===== src/rtl/hs32_fetch.sv =====
// hs32_fetch: program counter, single-outstanding memory fetch, 2-entry prefetch queue to decode
module hs32_fetch #(
   parameter logic [31:0] RESET_PC = 32'h0000_0000
) (
   input  logic        clk,
   input  logic        reset,
   output logic [31:0] addr,
   output logic        rd,
   input  logic [31:0] dtr,
   input  logic        valid,
   output logic [31:0] instd,
   output logic [31:0] pcd,
   output logic        ackd,
   input  logic        reqd,
   input  logic        flush,
   input  logic [31:0] newpc
);
   localparam logic [1:0] IDLE = 2'd0;
   localparam logic [1:0] WAIT = 2'd1;
   localparam logic [1:0] DROP = 2'd2;
   logic [1:0]  state, state_n, count, proj, tail;
   logic [31:0] req_pc, inst0, inst1, pc0, pc1;
   logic        wr, xfer;
   assign ackd    = (count != 2'd0) && !flush;
   assign xfer    = ackd && reqd;
   assign wr      = (state == WAIT) && valid && !flush;
   assign proj    = count + {1'b0, wr} - {1'b0, xfer};
   assign tail    = count - {1'b0, xfer};
   assign rd      = reset && !flush && (proj <= 2'd1) && ((state == IDLE) || ((state == WAIT) && valid));
   assign instd   = inst0;
   assign pcd     = pc0;
   // next state: a response ends WAIT unless the next request is issued; flush turns a pending response into a drop
   always_comb begin
      state_n = ((state == WAIT) && valid) ? (rd ? WAIT : IDLE) :
                ((state == WAIT) && flush) ? DROP :
                ((state == DROP) && valid) ? IDLE :
                ((state == IDLE) && rd)    ? WAIT : state;
   end
   // program counter, address of the outstanding request, and fetch state
   always_ff @(posedge clk or negedge reset) begin
      if (!reset) begin
         state  <= IDLE;
         addr   <= RESET_PC;
         req_pc <= RESET_PC;
      end else begin
         state <= state_n;
         if (flush) addr <= {newpc[31:2], 2'b00};
         else if (rd) addr <= addr + 32'd4;
         if (rd) req_pc <= addr;
      end
   end
   // queue: pop shifts entry 1 to the head only when it holds data, so an emptied head keeps its last value
   always_ff @(posedge clk or negedge reset) begin
      if (!reset) begin
         count <= 2'd0;
         inst0 <= 32'd0;
         inst1 <= 32'd0;
         pc0   <= 32'd0;
         pc1   <= 32'd0;
      end else begin
         count <= flush ? 2'd0 : proj;
         if (xfer && (count == 2'd2)) begin
            inst0 <= inst1;
            pc0   <= pc1;
         end
         if (wr && (tail == 2'd0)) begin
            inst0 <= dtr;
            pc0   <= req_pc;
         end
         if (wr && (tail != 2'd0)) begin
            inst1 <= dtr;
            pc1   <= req_pc;
         end
      end
   end
endmodule

===== config.mk =====
export PLATFORM = sky130hd
export DESIGN_NAME = hs32_fetch
export DESIGN_NICKNAME = d
export VERILOG_FILES = /design/src/rtl/hs32_fetch.sv
export SDC_FILE = /design/constraint.sdc
export NUM_CORES = 1
export LEC_CHECK = 0
export ABC_AREA = 1
export BUFFER_PORTS_ARGS = -buffer_cell sky130_fd_sc_hd__buf_2
export CORE_MARGIN = 5
export CORE_UTILIZATION = 30
export DETAILED_ROUTE_END_ITERATION = 8
export SLEW_MARGIN = 10
export SYNTH_ARGS = -nofsm -noshare
export SYNTH_HDL_FRONTEND = slang
export SYNTH_SLANG_ARGS = --single-unit

===== constraint.sdc =====
create_clock -name clk -period 2.6 [get_ports clk]
set_clock_uncertainty 0.15 [all_clocks]
set_input_delay 0.39 -clock clk [delete_from_list [all_inputs] [get_ports clk]]
set_output_delay 0.39 -clock clk [all_outputs]
set_load 0.1 [all_outputs]

# == Yosys cells after proc, flatten, opt, wreduce, memory -nomap -nowiden ==
# Index checks and enable logic that the tools add are counted.
# totals
reg_bits,196
output_inout_bits,98
word_cells,50
# op_classes
n_addsub,4
order_cmp,1
n_eq_ne,3
mux,12
reduce_logical,22
# op_table
operator,n
$mux 32,6
$add 32x3->32 const B,1
$logic_and 1x1->1,13
$mux 2,5
$reduce_bool 2->1,4
$eq 2x2->1 const B,2
$logic_not 2->1,2
$reduce_bool 4->1,1
$sub 2x1->2,2
$add 2x1->2,1
$eq 2x1->1 const B,1
$le 2x1->1 const B,1
$logic_not 1->1,1
$logic_or 1x1->1,1
$mux 1,1

# == Logic depth before layout (Yosys ltp) ==
# logic_depth
ltp_word,13
mapped_depth,18

# == Worst setup path before layout ==
# No wires, ideal clock.
# synth_path
kind,input-to-output
start,in flush
end,out rd
t_arrival_ns,3.639
required_ns,2.060
setup_slack_ns,-1.579
stages,14
n_path_buf,2
cell_sequence,buf_2 -> nor2_2 -> nand2_1 -> inv_1 -> ha_1 -> inv_1 -> ha_1 -> inv_1 -> nand2_1 -> nand3b_1 -> nand2_1 -> nand2_2 -> inv_2 -> clkbuf_1
# synth_via
elab_chain_cells,7
elab_cells_between_ends,10
cone_classes,2 x add/sub; 1 x order compare; 7 x reduce/logical
# synth_lines
item,line,source
from (decl),15,"input logic flush,"
$logic_not 1->1,24,assign ackd = (count != 2'd0) && !flush;
$logic_and 1x1->1,24,
via ackd,13,"output logic ackd,"
$logic_and 1x1->1,25,assign xfer = ackd && reqd;
$sub 2x1->2,27,"assign proj = count + {1'b0, wr} - {1'b0, xfer};"
$le 2x1->1,29,assign rd = reset && !flush && (proj <= 2'd1) && ((state == IDLE) || ((state == WAIT) && valid));
$logic_and 1x1->1 (2 in series),29,
to (decl),8,"output logic rd,"
# The timed path passes the listed nets, and every way through them passes these cells.

# == Final worst setup path ==
# layout_path
start,reg state[1]
end,out rd
# layout_via
elab_chain_cells,8
elab_cells_between_ends,10
cone_classes,2 x add/sub; 1 x order compare; 1 x eq/ne; 6 x reduce/logical
# layout_lines
item,line,source
from (decl),21,"logic [1:0] state, state_n, count, proj, tail;"
from (signal assigned),46,state <= state_n;
$eq 2x1->1,"26, 29",
$logic_and 1x1->1,"26, 29",
$logic_and 1x1->1,26,assign wr = (state == WAIT) && valid && !flush;
$add 2x1->2,27,
$sub 2x1->2,27,
$le 2x1->1,29,
$logic_and 1x1->1,29,
$logic_and 1x1->1 (*),29,
# Every way passes the cells marked *; elsewhere a longest branch is shown, timed or not.

==> results.ini <==
[grt]
grt_max_degree = 171
grt_pass1_wl_mm = 39.5
overflow = 0
antenna_found_initial = 0
track_usage_pct = 14.6
grt_pass1_vias = 7551

[sta]
period_share_pct = 106
report.final.slew_viol_count = 0
setup_slack_ns = -0.160
rsz0062_at_grt = yes
worst_pin_slew_ns = 1.16
slew_headroom_pct = 22.6
min_period_ns = 2.76
finalSetupViolations = 1
finalSetupTns_ns = -0.160
max_freq_ghz = 0.362
hold_viol = 0

[synth]
synth-async-reset-ratio_pct = 100
synth-edff-count = 0
ys.flop_type = dfrtp_1
yosysTopAreaCell = dfrtp_1
synth_commonest_cells = 357 x nand2_1, 188 x dfrtp_1, 120 x nand3_1
synth_top_cell_area_share_pct = 53.3
synth_area_leaders = dfrtp_1 53%, nand2_1 15%, nand3_1 6.8%
synthDistinctLibCells = 28
ys_warn_count = 0
synth_area_um2 = 8830
synth-seq-cells = 188
syn_inst = 1093
yosysMostFrequentCell = nand2_1
synth_area_per_cell_um2 = 8.08
ys_seq_area_share_pct = 53.3

[clock_tree]
clk_pin_slew_ns = 0.07
cts_tree = yes
clkSinkCount = 188
insertion_delay_ns = 0.43
htree_num_levels = 4
root_buffer = clkbuf_16
cts.path.max_buffers = 2
cts_buffers = 17

[worst_setup_path]
crit_path_top_delay_cell = dfrtp_1
crit_fanout = 2
crit_required_ns = 2.06
arrival_ns = 2.22
start_kind = flip-flop
slowest_delay_ns = 0.39
worstSetupPathType = reg2out
crit_chain = inv_2 > nand3_4 > nor2_4 > inv_2 > ha_4 > inv_2 > ha_4 > inv_2 > nand2_2 > nand2_2 > nand2_2 > nand2_4 > nand2_4 > inv_4 > buf_12
rrSetupSlack_ns = 0.12
cp-end-kind = primary output
crit_top_cell = inv_2

[detailed_routing]
ant_nets = 0
vias_per_cell = 4.65
drtIter0Drc = 559
wirelength_mm = 23.8
firstDrtPassIters = 7
wl_per_cell_um = 14.5
dr_total_vias = 7638
drc = 0

[floorplanning]
start_util_pct = 30.6
placementRows = 62
ioPinCount = 167
die_y_um = 182
die_w_um = 182
core_um2 = 28900
floorplan.die_area_um2 = 33000

[pwr]
power.share.clock_pct = 18.4
p_sw_w = 0.00729
power_w = 0.0140
power_density_nw_per_um2 = 1290
leakage_nw = 5.34
netSwitchingFraction_pct = 52.2
power_frac_seq_pct = 34.0
combinationalPowerShare_pct = 47.6
peakVddDrop_v = 0.000513
intPower_w = 0.00667

[outcome]
failed_checks = negative setup slack
status = complete, but fails checks

[worst_hold_path]
hold_path_class = in2reg

[finish]
synthToLayoutAreaGrowth_pct = 22.4
multi_input_area_um2 = 3440
regArea_um2 = 4700
fill_cells = 3011
drive_above_1_share_pct = 20.0
n_antenna_cell = 0
fin_nets = 1318

[run]
maxCapViolations = 0

[place]
io_buffers = 160
globalplace.congestion = 0.871
hpwl_mm = 16.5

==> layer usage <==
| metal | vias to the layer above | share of wire [%] | global-route usage [%] |
|---|---|---|---|
| li1 | 3846 | - | - |
| met1 | 3532 | 50 | 21.3 |
| met2 | 235 | 42 | 21.5 |
| met3 | 25 | 6.2 | 3.62 |
| met4 | 0 | 1.8 | 4.05 |
| met5 | - | 0 | 0 |
==> critical path, delay by kind of cell, from the launching register on <==
family,cells,cell delay (ns)
buffers and inverters,6,0.48
AND/OR/NAND/NOR,7,0.52
flip-flops,1,0.39
adder cells (fa/ha/maj),2,0.41
==> what timing repair did <==
item,CTS,global route
pin swaps,9,7
gates resized for setup,8,13
hold buffers,1,0
gates cloned,0,1
setup buffers,6,5
endpoints found under the setup margin,1,30
endpoints found under the hold margin,18,0
==> kinds of logic after synthesis <==
group	share of synthesized area (%)
AOI/OAI and AO/OA	11.8
other	0.0425
adders and majority gates	0.425
xor gates and xnor gates	0.397
and+or+nand+nor	25.2
buffers and inverters	8.86
DFF	53.3
==> flip-flops by register name (all words and copies together), names as in the netlist <==
| signal | flops |
|---|---|
| addr | 30 |
| req_pc | 30 |
| state | 2 |
| pc1 | 30 |
| instd | 32 |
| count | 2 |
| pcd | 30 |
| inst1 | 32 |
==> placed cells by master (no fill, tap or decap), types with 3 or more instances in the layout <==
cell,instances
a21oi_1,4
nor2_1,58
o211ai_1,62
clkbuf_16,18
o21ai_0,42
dfrtp_1,188
o21ai_1,62
buf_4,22
inv_2,9
clkbuf_8,3
nor2_4,3
buf_2,158
clkinv_4,4
conb_1,4
nand2_4,4
nand3_1,120
xor2_1,3
buf_12,7
nand2_1,349
nand2_2,5
inv_8,5
inv_1,108
==> worst paths after layout <==
| kind | start | end | depth (start not counted) |
|---|---|---|---|
| hold reg to reg | req_pc[25] | req_pc[25] | 2 |
| setup / recovery | state[1] | rd | 15 |
| min in group asynchronous | reset | instd[7] | 2 |
| max in group asynchronous | reset | addr[18] | 3 |
| hold / removal | newpc[15] | addr[15] | 3 |
| setup reg to reg | state[1] | addr[15] | 18 |
==> power groups by stage <==
stage | clock network (W) | registers [W] | logic, W
finish | 0.00256 | 0.00475 | 0.00665
detailed placement | 0 | 0.00480 | 0.00658
global route | 0.00276 | 0.00492 | 0.00712
floorplan | 0 | 0.00816 | 0.00184
global placement | 0 | 0.00476 | 0.00650
CTS | 0.00265 | 0.00475 | 0.00665
==> per-stage QoR <==
step	setup WS [ns]	hold WS, ns	util [%]	instance area, um^2	instances
2_1_floorplan	-0.252	-0.0556	-	8890	1096
3_3_place_gp	0.0660	0.121	34.8	10000	1599
3_5_place_dp	0.0323	0.123	34.8	10000	1599
4_1_cts	-0.170	0.00948	37.1	10700	1638
5_1_grt	-0.269	0.0180	37.5	10800	1643
6_report	-0.160	0.0323	37.5	10800	1643
==> area by class of cell <==
class	instances	share of cell area, %
Sequential cell	188	43.5
Clock buffer	19	4.19
Timing Repair Buffer	192	10.8
Multi-Input combinational cell	729	31.8
Inverter	118	4.12
Tap cell	384	4.44
Clock inverter	13	1.15
Note: power is estimated with default switching activity, not from simulation.
